**config.mk**
```make
export PLATFORM = sky130hd
export DESIGN_NAME = atmega_tim_prescaler
export DESIGN_NICKNAME = d
export VERILOG_FILES = /design/src/rtl/atmega_tim_pkg.sv /design/src/rtl/atmega_pin_edge_sync.sv /design/src/rtl/atmega_tim_prescaler.sv
export SDC_FILE = /design/constraint.sdc
export NUM_CORES = 1
export LEC_CHECK = 0
export BUFFER_PORTS_ARGS = -buffer_cell sky130_fd_sc_hd__buf_2
export CORE_MARGIN = 1
export CORE_UTILIZATION = 58
export CTS_BUF_LIST = sky130_fd_sc_hd__clkbuf_4 sky130_fd_sc_hd__clkbuf_8
export CTS_CLUSTER_SIZE = 28
export DETAILED_ROUTE_END_ITERATION = 12
export GPL_TIMING_DRIVEN = 1
export PLACE_DENSITY_LB_ADDON = 0.12
export SYNTH_ARGS = -nofsm -noshare
export SYNTH_HDL_FRONTEND = slang
export SYNTH_HIERARCHICAL = 1
export SYNTH_SLANG_ARGS = --single-unit
```
**constraint.sdc**
```tcl
create_clock -name clk -period 2.8 [get_ports clk]
set_input_delay 0.28 -clock clk [delete_from_list [all_inputs] [get_ports clk]]
set_output_delay 0.28 -clock clk [all_outputs]
set_load 0.01 [all_outputs]
```
**src/rtl/atmega_tim_pkg.sv**
```systemverilog
// Shared definitions for the ATmega timer cluster.
// Holds the GTCCR bit positions, the default GTCCR IO address, the prescaler
// tap positions and the helpers that decode prescaler strobes from a chain
// counter. Every timer in the cluster imports this package.
package atmega_tim_pkg;

  // GTCCR bit positions
  localparam int GTCCR_TSM     = 7;
  localparam int GTCCR_PSRASY  = 1;
  localparam int GTCCR_PSRSYNC = 0;

  localparam int GTCCR_ADDR_DEFAULT = 'h23;

  // Each prescaler chain is a free-running counter of this width
  localparam int CHAIN_WIDTH = 10;

  // Tap = log2(division ratio)
  localparam int TAP_CLK8    = 3;
  localparam int TAP_CLK32   = 5;
  localparam int TAP_CLK64   = 6;
  localparam int TAP_CLK128  = 7;
  localparam int TAP_CLK256  = 8;
  localparam int TAP_CLK1024 = 10;

  // Chain 0 is the timer0/timer1 chain, chain 1 is the timer2 chain
  localparam int SYNC_TAPS = 4;
  localparam int T2_TAPS   = 6;

  // Tap position of strobe 'idx' of a chain, lowest division ratio first
  function automatic int chain_tap(input int chain, input int idx);
    int tap;
    tap = TAP_CLK1024;
    if (chain == 0) begin
      case (idx)
        0:       tap = TAP_CLK8;
        1:       tap = TAP_CLK64;
        2:       tap = TAP_CLK256;
        default: tap = TAP_CLK1024;
      endcase
    end else begin
      case (idx)
        0:       tap = TAP_CLK8;
        1:       tap = TAP_CLK32;
        2:       tap = TAP_CLK64;
        3:       tap = TAP_CLK128;
        4:       tap = TAP_CLK256;
        default: tap = TAP_CLK1024;
      endcase
    end
    return tap;
  endfunction

  // True when the low 'tap' bits of the counter are all ones, i.e. the
  // counter is on the last count of a divide-by-2^tap period.
  // The mask is built one bit wider so a full-width tap does not overflow.
  function automatic logic tap_hit(input logic [CHAIN_WIDTH-1:0] cnt,
                                   input int tap);
    logic [CHAIN_WIDTH:0] mask;
    mask = (11'd1 << tap) - 11'd1;
    return ({1'b0, cnt} & mask) == mask;
  endfunction

endpackage

```
**src/rtl/atmega_pin_edge_sync.sv**
```systemverilog
// Synchroniser and edge detector for one asynchronous timer count pin.
// Ports:
//   clk, rst   core clock, synchronous active-high reset
//   pin        asynchronous external count pin
//   rise/fall  one-clk-wide strobes, SYNC_STAGES+1 edges after the pin moves
module atmega_pin_edge_sync #(
  parameter int SYNC_STAGES = 2
) (
  input  logic clk,
  input  logic rst,
  input  logic pin,
  output logic rise,
  output logic fall
);

  logic [SYNC_STAGES-1:0] sync_q;
  logic                   prev_q;
  logic                   synced;

  assign synced = sync_q[SYNC_STAGES-1];

  // prev_q lags the synchronised level by one edge, so each level change
  // yields exactly one strobe cycle
  always_ff @(posedge clk) begin
    if (rst) begin
      sync_q <= '0;
      prev_q <= 1'b0;
      rise   <= 1'b0;
      fall   <= 1'b0;
    end else begin
      sync_q <= {sync_q[SYNC_STAGES-2:0], pin};
      prev_q <= synced;
      rise   <= synced & ~prev_q;
      fall   <= ~synced & prev_q;
    end
  end

endmodule

```
**src/rtl/atmega_tim_prescaler.sv**
```systemverilog
// Shared clock-source block for the ATmega timer cluster.
// Owns GTCCR (TSM, PSRASY, PSRSYNC), runs the timer0/timer1 prescaler chain
// and the timer2 prescaler chain, and synchronises the T0/T1 count pins.
// Ports:
//   clk, rst                 core clock, synchronous active-high reset
//   addr_io, wr_io, rd_io    IO bus address and strobes
//   bus_io_in / bus_io_out   IO write data / combinational read data
//   t0, t1                   asynchronous external count pins
//   clk8..clk1024            timer0/timer1 prescaler strobes
//   t2_clk8..t2_clk1024      timer2 prescaler strobes (0 when not built)
//   t0_rise..t1_fall         synchronised pin-edge strobes
// All strobe outputs are one clk wide.
module atmega_tim_prescaler
  import atmega_tim_pkg::*;
#(
  parameter int BUS_ADDR_IO_LEN  = 6,
  parameter int GTCCR_ADDR       = GTCCR_ADDR_DEFAULT,
  parameter     USE_T2_PRESCALER = "TRUE",
  parameter int SYNC_STAGES      = 2
) (
  input  logic                       clk,
  input  logic                       rst,
  input  logic [BUS_ADDR_IO_LEN-1:0] addr_io,
  input  logic                       wr_io,
  input  logic                       rd_io,
  input  logic [7:0]                 bus_io_in,
  output logic [7:0]                 bus_io_out,
  input  logic                       t0,
  input  logic                       t1,
  output logic                       clk8,
  output logic                       clk64,
  output logic                       clk256,
  output logic                       clk1024,
  output logic                       t2_clk8,
  output logic                       t2_clk32,
  output logic                       t2_clk64,
  output logic                       t2_clk128,
  output logic                       t2_clk256,
  output logic                       t2_clk1024,
  output logic                       t0_rise,
  output logic                       t0_fall,
  output logic                       t1_rise,
  output logic                       t1_fall
);

  localparam bit T2_EN    = (USE_T2_PRESCALER == "TRUE");
  localparam int N_CHAINS = T2_EN ? 2 : 1;
  localparam logic [BUS_ADDR_IO_LEN-1:0] GTCCR_ADDR_W = BUS_ADDR_IO_LEN'(GTCCR_ADDR);

  logic       tsm_q;
  logic [1:0] psr_q;       // indexed like GTCCR: [0] PSRSYNC, [1] PSRASY
  logic       gtccr_sel;
  logic       gtccr_wr;
  logic [SYNC_TAPS-1:0] sync_stb;
  logic [T2_TAPS-1:0]   t2_stb;
  logic       unused_wdata;

  assign gtccr_sel    = (addr_io == GTCCR_ADDR_W);
  assign gtccr_wr     = wr_io && gtccr_sel;
  assign unused_wdata = ^bus_io_in[6:2];

  // With TSM clear the PSR bits behave as self-clearing one-shots; with TSM
  // set they stick and keep their chain parked until software clears them.
  always_ff @(posedge clk) begin
    if (rst) begin
      tsm_q <= 1'b0;
      psr_q <= '0;
    end else if (gtccr_wr) begin
      tsm_q <= bus_io_in[GTCCR_TSM];
      psr_q <= {bus_io_in[GTCCR_PSRASY], bus_io_in[GTCCR_PSRSYNC]};
    end else if (!tsm_q) begin
      psr_q <= '0;
    end
  end

  always_comb begin
    bus_io_out = 8'h00;
    if (!rst && rd_io && gtccr_sel) begin
      bus_io_out[GTCCR_TSM]     = tsm_q;
      bus_io_out[GTCCR_PSRASY]  = psr_q[1];
      bus_io_out[GTCCR_PSRSYNC] = psr_q[0];
    end
  end

  // One prescaler chain per generate iteration. Chain ch is reset by a write
  // of 1 to GTCCR bit ch, or held while TSM and that PSR bit are both set.
  // A restart beats the wrap decode, so no strobe follows a cleared cycle.
  for (genvar ch = 0; ch < N_CHAINS; ch++) begin : g_chain
    localparam int N_TAPS = (ch == 0) ? SYNC_TAPS : T2_TAPS;

    logic [CHAIN_WIDTH-1:0] cnt_q;
    logic [N_TAPS-1:0]      stb_q;
    logic                   restart;

    assign restart = (gtccr_wr && bus_io_in[ch]) || (tsm_q && psr_q[ch]);

    always_ff @(posedge clk) begin
      if (rst || restart) begin
        cnt_q <= '0;
        stb_q <= '0;
      end else begin
        cnt_q <= cnt_q + 1'b1;
        for (int i = 0; i < N_TAPS; i++) begin
          stb_q[i] <= tap_hit(cnt_q, chain_tap(ch, i));
        end
      end
    end

    if (ch == 0) begin : g_sync_out
      assign sync_stb = stb_q;
    end else begin : g_t2_out
      assign t2_stb = stb_q;
    end
  end

  if (!T2_EN) begin : g_t2_off
    assign t2_stb = '0;
  end

  assign {clk1024, clk256, clk64, clk8} = sync_stb;
  assign {t2_clk1024, t2_clk256, t2_clk128, t2_clk64, t2_clk32, t2_clk8} = t2_stb;

  atmega_pin_edge_sync #(.SYNC_STAGES(SYNC_STAGES)) u_t0_sync (
    .clk  (clk),
    .rst  (rst),
    .pin  (t0),
    .rise (t0_rise),
    .fall (t0_fall)
  );

  atmega_pin_edge_sync #(.SYNC_STAGES(SYNC_STAGES)) u_t1_sync (
    .clk  (clk),
    .rst  (rst),
    .pin  (t1),
    .rise (t1_rise),
    .fall (t1_fall)
  );

endmodule

```
After elaboration in Yosys (flattened, before gate mapping)
Index checks and enable logic that the tools add are counted.
{"block": "word_totals", "regBits": 43, "latchBits": 0, "mem_bits_rw": 0, "mem_bits_ro": 0, "in_bits": 20, "output_inout_bits": 22, "word_cells": 92, "memories": 0}
{"block": "classes", "add_sub_neg": 12, "multipliers": 0, "div": 0, "magnitude_cmp": 0, "n_eq_ne": 12, "shifts": 10, "muxes": 14, "bitwise_logic": 18, "n_reduce_logical": 12}
{"op": "$mux 32", "n": 10}
{"op": "$shl 1x32->11 const A", "n": 10}
{"op": "$and 10x11->11", "n": 10}
{"op": "$eq 11x11->1", "n": 10}
{"op": "$sub 11x1->11 const B", "n": 10}
{"op": "$add 10x1->10 const B", "n": 2}
{"op": "$logic_and 1x1->1", "n": 7}
{"op": "$eq 6x6->1 const B", "n": 1}
{"op": "$mux 2", "n": 3}
{"op": "$and 1x1->1", "n": 4}
{"op": "$logic_or 1x1->1", "n": 4}
{"op": "$not 1->1", "n": 4}
{"op": "$ne 2x1->1 const B", "n": 1}
{"op": "$logic_not 1->1", "n": 1}
{"op": "$mux 1", "n": 1}

Depth between registers and ports, before layout
Gate-level depths: netlist (run 1).
{"block": "logic_depth", "word_depth": 10, "depth_mapped": 4, "mapped_depth_nobuf": 4}

Hierarchy
Netlist (run 1), hierarchy kept.
{"module": "atmega_tim_prescaler", "n_inst": 1, "cells_per_inst": 143, "area_each_um2": 1360.1, "seq_area_each_um2": 660.6}
{"module": "atmega_pin_edge_sync", "n_inst": 2, "cells_per_inst": 10, "area_each_um2": 133.9, "seq_area_each_um2": 100.1}

Worst setup path before layout (run 1)
OpenSTA, ideal clock, no wires.
{"block": "synth_path", "kind": "register -> register", "from": "register g_chain[0].cnt_q[0]", "to": "register g_chain[0].cnt_q[8]", "setup_time_ns": 0.070, "t_arrival_ns": 1.287, "required_ns": 2.730, "setup_slack_ns": 1.444, "path_stages_with_launch": 5, "path_buffers": 0, "synth_period_minus_slack_ns": 1.356, "cell_sequence": "dfxtp_1 ha_1 nand3_1 or4_1 a21oi_1"}
{"block": "synth_between", "elab_chain_len": 1}
{"element": "from (decl)", "line": "atmega_tim_prescaler.sv:91", "text": "logic [CHAIN_WIDTH-1:0] cnt_q;"}
{"element": "from (signal assigned)", "line": "atmega_tim_prescaler.sv:102", "text": "cnt_q <= cnt_q + 1'b1;"}
{"element": "$add 10x1->10", "line": "atmega_tim_prescaler.sv:102"}
Every way passes these cells.
A chain may end at the register's enable or synchronous reset.

Worst setup path in the final report (run 1)
Ends and elaborated chain as after synthesis.

==> results.cfg, run 1 <==
[setup_path]
cp_data_required_time_ns = 3.07
crit_arrival_ns = 1.79
endpoint_kind = register
rr_startpoint = g_chain[0].cnt_q[0]
r2r-end = g_chain[0].cnt_q[8]
startpoint_type = register
critical_path_class = reg -> reg
critPathMaxFanout = 6
rrSetupSlack_ns = 1.28
rr_worst_depth = 4

[cells_and_area]
layout_commonest_cell = dfxtp_1
fillers = 206
fin_cells = 228
diodes = 0
area_growth_pct = 13.07
layout_common_cells = dfxtp_1, buf_2, a21oi_1
final_nets = 224
drive_gt1_share_pct = 22.22

[synthesis]
synth.cell_area_um2 = 1628
synth_cell_types = 37
seq_area_frac_synth_pct = 52.88
synth_cells = 163
synth_warnings = 6
avgSynthCellArea_um2 = 9.987
ys_ff_latch = 43

[drt]
wirelength_um = 2714
ant_nets = 0
detail_route.vias_per_cell = 5.382
vias = 1227
drc_errors = 0
first_pass_iters = 6
drt_iter0_markers = 18
routedWlPerCell_um = 11.90

[clocking]
cts_sinks = 43
clk_pin_slew_ns = 0.11
cts_buffers = 5
cts_buffer_depth = 2
post-cts-setup-buffers = 0
cts_tree = built
hold_buffers = 0
postCtsResizedCells = 0
clock_latency_ns = 0.33
htreeDepth = 2
cts-root-buf = clkbuf_4

[sta]
hold_viol_final = 0
rsz0062_at_grt = false
slew_viol_final = 0
min_period_over_period_pct = 54.21
finalSetupViolations = 0
final.setup.tns_ns = 0
fin_crit_ns = 1.518
clock_skew_ns = 0.003947
fmax_ghz = 0.6588

[grt]
grt_overflow_total = 0
grt_pass1_wl_um = 4215
globalRouteTotalUtil_pct = 20.06
antenna_found_initial = 0
grt_pass1_vias = 1076
grt_max_degree = 20

[worst_hold_path]
hold_class = in -> reg
min_from = t0
whs_path_depth = 2
hold_end = u_t0_sync/sync_q[0]

[power_and_ir_drop]
ir_worst_vdd_mv = 0.4373
p_per_area_nw_per_um2 = 515.6
power_leakage_uw = 0.0007748

[run_status]
status = finished clean

[floorplan]
dieWidth_um = 54.98
dieArea_um2 = 3022
die_y_um = 54.98
row_count = 18
core_area_um2 = 2567
num_io_pins = 42
start_util_pct = 63.40

[place]
port_buffers = 31
routabilityCongestion = 0.7317
dp_cells = 222
hpwl_um = 2051

[run]
drv_cap = 0
## power breakdown
part	internal [uW]	switching, uW	total [uW]
Combinational	22.5	24.7	47.3
Sequential	624	8.21	632
Clock	99.2	171	270
Total	745	204	949
## worst max-delay path by stage
stage | startpoint | end | slack [ns] | cells past startpoint
final | g_chain[0].cnt_q[0] | g_chain[0].cnt_q[8] | 1.28 | 4
after floorplan | g_chain[0].cnt_q[0] | g_chain[0].cnt_q[8] | 1.44 | 4
after detailed placement | addr_io[2] | bus_io_out[7] | 1.29 | 5
after global routing | g_chain[0].cnt_q[0] | g_chain[0].cnt_q[6] | 1.19 | 4
after CTS | g_chain[0].cnt_q[0] | g_chain[0].cnt_q[8] | 1.28 | 4
after global placement | addr_io[2] | bus_io_out[1] | 1.30 | 5
## state kept, by name, indices dropped and copies added (netlist names)
signal / count
u_t1_sync/prev_q: 1
u_t0_sync/prev_q: 1
u_t1_sync/sync_q: 2
u_t1_sync/rise: 1
u_t0_sync/fall: 1
tsm_q: 1
g_chain.cnt_q: 20
u_t0_sync/rise: 1
g_chain.stb_q: 10
u_t1_sync/fall: 1
u_t0_sync/sync_q: 2
psr_q: 2
## cell usage after synthesis (all sizes together)
| master | count | area share, % |
|---|---|---|
| conb | 1 | 0.23 |
| nor3 | 3 | 0.92 |
| o21ai | 7 | 2.2 |
| a21bo | 1 | 0.61 |
| nand4bb | 1 | 0.69 |
| and4bb | 1 | 0.77 |
| nor3b | 4 | 1.8 |
| o21a | 1 | 0.46 |
| or3 | 6 | 2.4 |
| dfxtp | 43 | 53 |
| and4b | 2 | 1.2 |
| and2 | 8 | 3.1 |
| nand3b | 2 | 0.92 |
| xnor2 | 1 | 0.54 |
| mux2i | 1 | 0.61 |
| inv | 2 | 0.46 |
| xor2 | 2 | 1.1 |
| or2 | 2 | 0.77 |
| o31ai | 4 | 1.8 |
| nor2 | 7 | 1.6 |
| o32ai | 1 | 0.54 |
| or4 | 4 | 1.8 |
| ha | 5 | 3.8 |
| nand4b | 1 | 0.54 |
| nand3 | 5 | 1.5 |
| buf | 7 | 2.9 |
| o22ai | 1 | 0.38 |
| nand2b | 2 | 0.77 |
| nand2 | 10 | 2.3 |
| nor2b | 7 | 2.7 |
| nand4 | 2 | 1.2 |
| and3 | 5 | 1.9 |
| nor4 | 2 | 0.77 |
| a21oi | 12 | 3.7 |
## routing by layer
layer,up-vias,track usage [%],part of all wire (%)
met5,-,0,0
met4,0,9.583,1.4
met3,5,5.738,3.9
met2,28,35.34,51
met1,557,21.94,43
li1,637,-,-
## through the flow
step | area (um^2) | total power [uW] | worst slack (ns) | util, % | hold slack (ns)
after floorplan | 1643 | 676.7 | 1.444 | - | 0.3516
after global placement | 1795 | 690.0 | 1.303 | 69.93 | 0.3946
after detailed placement | 1795 | 693.1 | 1.295 | 69.93 | 0.4145
after CTS | 1841 | 957.2 | 1.277 | 71.69 | 0.1362
after global routing | 1841 | 983.2 | 1.192 | 71.69 | 0.1496
final | 1841 | 949.0 | 1.282 | 71.69 | 0.1487
## worst max-delay path, cell delays in order (launching register included)
cell     delay (ns)
dfxtp_1        0.41
ha_1           0.20
nand3_1        0.19
or4_1          0.52
a21oi_1        0.15
## final cells by class
class | instances | area, um^2 | share of cell area [%]
clock buffer | 6 | 45.04 | 2.447
timing repair buffer | 32 | 162.7 | 8.838
tap | 30 | 37.54 | 2.039
multi-input combinational | 115 | 726.9 | 39.50
sequential | 43 | 860.8 | 46.77
inverter | 2 | 7.507 | 0.4079
## cells by family after synthesis
family,synth area share (%)
flip-flops,52.88
multiplexers,0.6149
buffers and inverters,3.382
AND/OR/NAND/NOR,27.75
adder cells (fa/ha/maj),3.843
AO/OA/AOI/OAI,9.685
other,0.2304
XOR/XNOR,1.614
No activity file was read; power rests on OpenSTA's default activity.
==> inputs of run 2 (changes only) <==
--- a/config.mk
+++ b/config.mk
@@ -7,7 +7,7 @@
 export LEC_CHECK = 0
 export BUFFER_PORTS_ARGS = -buffer_cell sky130_fd_sc_hd__buf_2
 export CORE_MARGIN = 1
-export CORE_UTILIZATION = 58
+export CORE_UTILIZATION = 48
 export CTS_BUF_LIST = sky130_fd_sc_hd__clkbuf_4 sky130_fd_sc_hd__clkbuf_8
 export CTS_CLUSTER_SIZE = 28
 export DETAILED_ROUTE_END_ITERATION = 12
==> constraint.sdc (replaced) <==
create_clock -name clk -period 1.3 [get_ports clk]
set_input_delay 0.13 -clock clk [delete_from_list [all_inputs] [get_ports clk]]
set_output_delay 0.13 -clock clk [all_outputs]
set_load 0.01 [all_outputs]
==> run 2 against run 1 <==
Maximum frequency is 18% higher. Power rose by 130%. Final area rose by 18%. Critical path depth is the same. First-iteration DRC count rose to 3.4 times the previous value. Non-clock buffer count up 19. Via count is 9.5% higher. Combinational power grew to 3.4 times the previous value. Register-to-register slack got worse by 1.3 ns. Die area grew 20%. Critical endpoint is now g_chain[0].cnt_q[6]. Largest power group unchanged. Highest routed layer unchanged.
==> results.cfg, run 2 (same netlist as run 1, synthesis figures left out) <==
[drt]
routedWlPerCell_um = 12.23
ant_nets = 0
first_pass_iters = 3
drc_errors = 0
vias = 1343
detail_route.vias_per_cell = 5.106
drt_iter0_markers = 62
wirelength_um = 3217

[power_and_ir_drop]
ir_worst_vdd_mv = 0.7881
power_leakage_uw = 0.0009099
p_per_area_nw_per_um2 = 1002

[sta]
fmax_ghz = 0.7746
min_period_over_period_pct = 99.30
hold_viol_final = 0
finalSetupViolations = 0
hold_slack_ns = 0.01624
slew_viol_final = 0
clock_skew_ns = 0.008494
fin_crit_ns = 1.291
rsz0062_at_grt = true
final.setup.tns_ns = 0

[worst_hold_path]
min_from = t1
hold_class = in -> reg
whs_path_depth = 2
hold_end = u_t1_sync/sync_q[0]

[run]
drv_cap = 0

[cells_and_area]
reg_top3 = g_chain.cnt_q: 20 flops, g_chain.stb_q: 10 flops
area_growth_pct = 33.36
regMostFlops = g_chain.cnt_q
fin_util_pct = 69.40
largest_reg_flops = 20
layout_commonest_cell = buf_2
layout_common_cells = buf_2, dfxtp_1, buf_4
drive_gt1_share_pct = 42.92
final_nets = 243
diodes = 0

[setup_path]
critPathMaxFanout = 6
critical_path_class = reg -> reg
crit_buf_inv = 0
cp_top_family = simple AND/OR/NAND/NOR gates
slowest_delay_ns = 0.47
crit_arrival_ns = 1.58
startpoint_type = register
rrSetupSlack_ns = 0.009
endpoint_kind = register
cp_data_required_time_ns = 1.59
r2r-end = g_chain[0].cnt_q[6]
crit_path_cell_trace = ha_4 > nand3_4 > or3_2 > a21oi_2
path_depth = 4
cpMaxStageDelayCell = or3_2
rr_startpoint = g_chain[0].cnt_q[0]
rr_worst_depth = 4

[clocking]
cts-root-buf = clkbuf_4
htreeDepth = 2
cts_buffer_depth = 2
cts_buffers = 5
cts_tree = built
clk_pin_slew_ns = 0.12
cts_sinks = 43
clock_latency_ns = 0.35

[floorplan]
core_area_um2 = 3128
start_util_pct = 52.04
num_io_pins = 42
dieArea_um2 = 3628
die_y_um = 60.24
row_count = 20
dieWidth_um = 60.24

[grt]
grt_pass1_vias = 1262
grt_max_degree = 14
antenna_found_initial = 0
globalRouteTotalUtil_pct = 20.00
grt_pass1_wl_um = 5250
grt_overflow_total = 0

[place]
routabilityCongestion = 0.7013
port_buffers = 31
hpwl_um = 2241

[run_status]
status = finished clean
==> run 2: cell types whose count changed in the layout (fill, tap and decap cells not counted), moves of 3 or more <==
cell,previous run,this run
a21oi_1,12,7
a21oi_2,0,5
buf_4,1,16
buf_6,0,3
dfxtp_1,43,30
dfxtp_2,0,12
nand3_1,5,2
==> run 2: how the worst max path moves through the flow <==
stage	startpoint	endpoint	slack, ns
floorplan	g_chain[0].cnt_q[0]	g_chain[0].cnt_q[8]	0.01
global placement	g_chain[0].cnt_q[1]	g_chain[0].cnt_q[8]	-0.01
detailed placement	g_chain[0].cnt_q[1]	g_chain[0].cnt_q[8]	-0.09
CTS	g_chain[0].cnt_q[1]	g_chain[0].cnt_q[7]	0.002
global route	tsm_q	g_chain[0].stb_q[3]	-0.03
finish	g_chain[0].cnt_q[0]	g_chain[0].cnt_q[6]	0.009
==> run 2: final cells by class <==
cell class                      count  area [um^2]
Multi-Input combinational cell    115        852.1
Clock buffer                        6        45.04
Fill cell                         246        957.2
Tap cell                           44        55.05
Clock inverter                      2        12.51
Timing Repair Buffer               51        319.1
Sequential cell                    43        879.6
Inverter                            2        7.507
==> run 2: layer usage <==
| metal | share of wire (%) | vias up | track usage (%) |
|---|---|---|---|
| met3 | 4.9 | 7 | 6.061 |
| li1 | - | 685 | - |
| met5 | 0 | - | 0 |
| met4 | 2.0 | 0 | 9.967 |
| met2 | 49 | 37 | 34.85 |
| met1 | 44 | 614 | 21.68 |
==> run 2: timing repair <==
action | 4_1_cts | 5_1_grt
hold buffers | 1 | 0
hold endpoints to repair | 1 | 0
buffers inserted | 1 | 4
pin swaps | 6 | 9
gates resized for setup | 9 | 29
setup endpoints to repair | 7 | 14
==> run 2: worst register-to-register path, stage by stage (launching register included) <==
cell and delay, ns:
dfxtp_2 0.38, ha_4 0.16, nand3_4 0.11, or3_2 0.47
a21oi_2 0.12
==> run 2: through the flow <==
stage / std cells / area (um^2) / setup slack [ns] / power (uW)
floorplan: 167 / 1653 / 0.01306 / 1460
global placement: 249 / 1921 / -0.01236 / 1507
detailed placement: 249 / 1921 / -0.08591 / 1517
CTS: 259 / 2043 / 0.001622 / 2165
global route: 263 / 2171 / -0.02506 / 2278
finish: 263 / 2171 / 0.009093 / 2175
==> run 2: power breakdown <==
group	total, uW	switching (uW)	internal, uW	leakage, uW
Sequential	1370	25.0	1350	0.000355
Combinational	163	74.8	88.0	0.000524
Clock	640	410	230	0.0000317
Total	2170	510	1660	0.000910
==> inputs of run 3 (changes only) <==
--- a/config.mk
+++ b/config.mk
@@ -7,8 +7,7 @@
 export LEC_CHECK = 0
 export BUFFER_PORTS_ARGS = -buffer_cell sky130_fd_sc_hd__buf_2
 export CORE_MARGIN = 1
-export CORE_UTILIZATION = 48
-export CTS_BUF_LIST = sky130_fd_sc_hd__clkbuf_4 sky130_fd_sc_hd__clkbuf_8
+export CORE_UTILIZATION = 46
 export CTS_CLUSTER_SIZE = 28
 export DETAILED_ROUTE_END_ITERATION = 12
 export GPL_TIMING_DRIVEN = 1
==> constraint.sdc (replaced) <==
create_clock -name clk -period 1.3 [get_ports clk]
set_input_delay 0.13 -clock clk [delete_from_list [all_inputs] [get_ports clk]]
set_output_delay 0.13 -clock clk [all_outputs]
set_load 0.05 [all_outputs]
==> run 3 against run 2 <==
Setup slack better by 0.0073 ns. Die area rose by 4.2%. Worst hold slack better by 0.0097 ns. Sequential power about the same. First-iteration DRC count down 4.8%. Register-to-register slack barely moved. Largest power group unchanged. Highest routed layer unchanged. Final cell count unchanged. Global-route usage shrank 0.15 points. Critical path depth unchanged. Combinational power rose by 14%. Clock-buffer cell count increased by 1. Wire length grew 4.0%.
==> results.cfg, run 3 (same netlist as run 1, synthesis figures left out) <==
[run_status]
status = finished clean

[cells_and_area]
reg_top3 = g_chain.cnt_q: 20 flops, g_chain.stb_q: 10 flops
fillers = 303
final_nets = 241
diodes = 0
regArea_um2 = 875.8
area_growth_pct = 31.98
regMostFlops = g_chain.cnt_q
largest_reg_flops = 20
drive_gt1_share_pct = 41.01
layout_common_cells = dfxtp_1, buf_2, buf_4
layout_commonest_cell = dfxtp_1
multiInputGateArea_um2 = 843.3
fin_area_um2 = 2148

[drt]
first_pass_iters = 4
ant_nets = 0
routedWlPerCell_um = 12.73
detail_route.vias_per_cell = 5.221
wirelength_um = 3347
drt_iter0_markers = 59
drc_errors = 0
vias = 1373

[setup_path]
cp_data_required_time_ns = 1.59
endpoint_kind = register
crit_path_cell_trace = ha_4 > nand3_4 > or4_4 > a21oi_2
cp_top_family = simple AND/OR/NAND/NOR gates
startpoint_type = register
worstSetupEndpoint = g_chain[0].cnt_q[8]
crit_arrival_ns = 1.57
rrSetupSlack_ns = 0.02
rr_startpoint = g_chain[0].cnt_q[1]
path_depth = 4
r2r-end = g_chain[0].cnt_q[8]
slowest_delay_ns = 0.49
crit_buf_inv = 0
cpMaxStageDelayCell = or4_4
crit_start = g_chain[0].cnt_q[1]
rr_worst_depth = 4
critPathMaxFanout = 5
critical_path_class = reg -> reg

[grt]
grt_max_degree = 13
globalRouteTotalUtil_pct = 19.85
grt_pass1_vias = 1312
grt_pass1_wl_um = 5306
antenna_found_initial = 0
grt_overflow_total = 0

[sta]
clock_skew_ns = 0.007168
final.setup.tns_ns = 0
fin_crit_ns = 1.284
finalSetupViolations = 0
hold_viol_final = 0
layout_setup_ws_ns = 0.01635
hold_slack_ns = 0.02597
slew_viol_final = 0
fmax_ghz = 0.7790
rsz0062_at_grt = true
min_period_over_period_pct = 98.74

[run]
drv_cap = 0

[place]
port_buffers = 31
placed_area_um2 = 1931
place_ws_ns = -0.08280
routabilityCongestion = 0.7576
hpwl_um = 2361

[clocking]
cts_tree = built
cts_buffer_depth = 2
htreeDepth = 2
cts-root-buf = clkbuf_4
clock_latency_ns = 0.35
clk_pin_slew_ns = 0.11
cts_buffers = 5
cts_sinks = 43

[floorplan]
core_area_um2 = 3363
dieArea_um2 = 3780
start_util_pct = 48.40
die_y_um = 61.49
dieWidth_um = 61.49
num_io_pins = 42
row_count = 21

[worst_hold_path]
hold_class = in -> reg
whs_path_depth = 3

[power_and_ir_drop]
p_per_area_nw_per_um2 = 1011
ir_worst_vdd_mv = 0.7527
power_leakage_uw = 0.0008716
## run 3: changes by cell type in the layout (fill, tap and decap cells not counted), sizes merged
cell         change
dlygate4sd3      +1
clkinvlp         -1
buf              -3
clkbuf           +1
## run 3: what timing repair did
action	4_1_cts	5_1_grt
endpoints found under the setup margin	10	15
hold buffers	2	0
pin swaps	4	2
resized for setup	14	24
cloned	0	0
setup buffers	0	1
hold endpoints to repair	2	0
## run 3: final cells by class
class | count | share of cell area (%)
Sequential cell | 43 | 40.77
Multi-Input combinational cell | 115 | 39.25
Timing Repair Buffer | 49 | 14.62
Tap cell | 46 | 2.679
Clock buffer | 7 | 2.097
Inverter | 2 | 0.3494
Clock inverter | 1 | 0.2330
## run 3: worst reg2reg max path, cell delays in order, from the launching register on
cell	delay (ns)
dfxtp_2	0.37
ha_4	0.15
nand3_4	0.10
or4_4	0.49
a21oi_2	0.12
## run 3: worst min-delay path by stage
| stage | startpoint | endpoint |
|---|---|---|
| 2_1_floorplan | rst | u_t0_sync/prev_q |
| 3_3_place_gp | t0 | u_t0_sync/sync_q[0] |
| 3_5_place_dp | t1 | u_t1_sync/sync_q[0] |
| 4_1_cts | bus_io_in[7] | tsm_q |
| 5_1_grt | bus_io_in[7] | tsm_q |
| 6_report | bus_io_in[7] | tsm_q |
## run 3: stage by stage
step | total power [uW] | util [%] | instances
global placement | 1550 | 57.40 | 252
finish | 2171 | 63.88 | 263
global route | 2286 | 63.88 | 263
detailed placement | 1558 | 57.40 | 252
floorplan | 1494 | - | 167
CTS | 2179 | 61.27 | 262
## run 3: power by group
group	total [uW]	leakage, uW	switching, uW	internal (uW)
clock network	616	0.0000293	405	211
logic	186	0.000488	107	79.0
registers	1370	0.000354	22.9	1350
total	2170	0.000872	534	1640
## run 3: per-layer routing
layer	track usage [%]	wire length [um]
met2	36.87	1776
met3	6.303	119
met4	9.206	74
met5	0	0
met1	20.00	1377
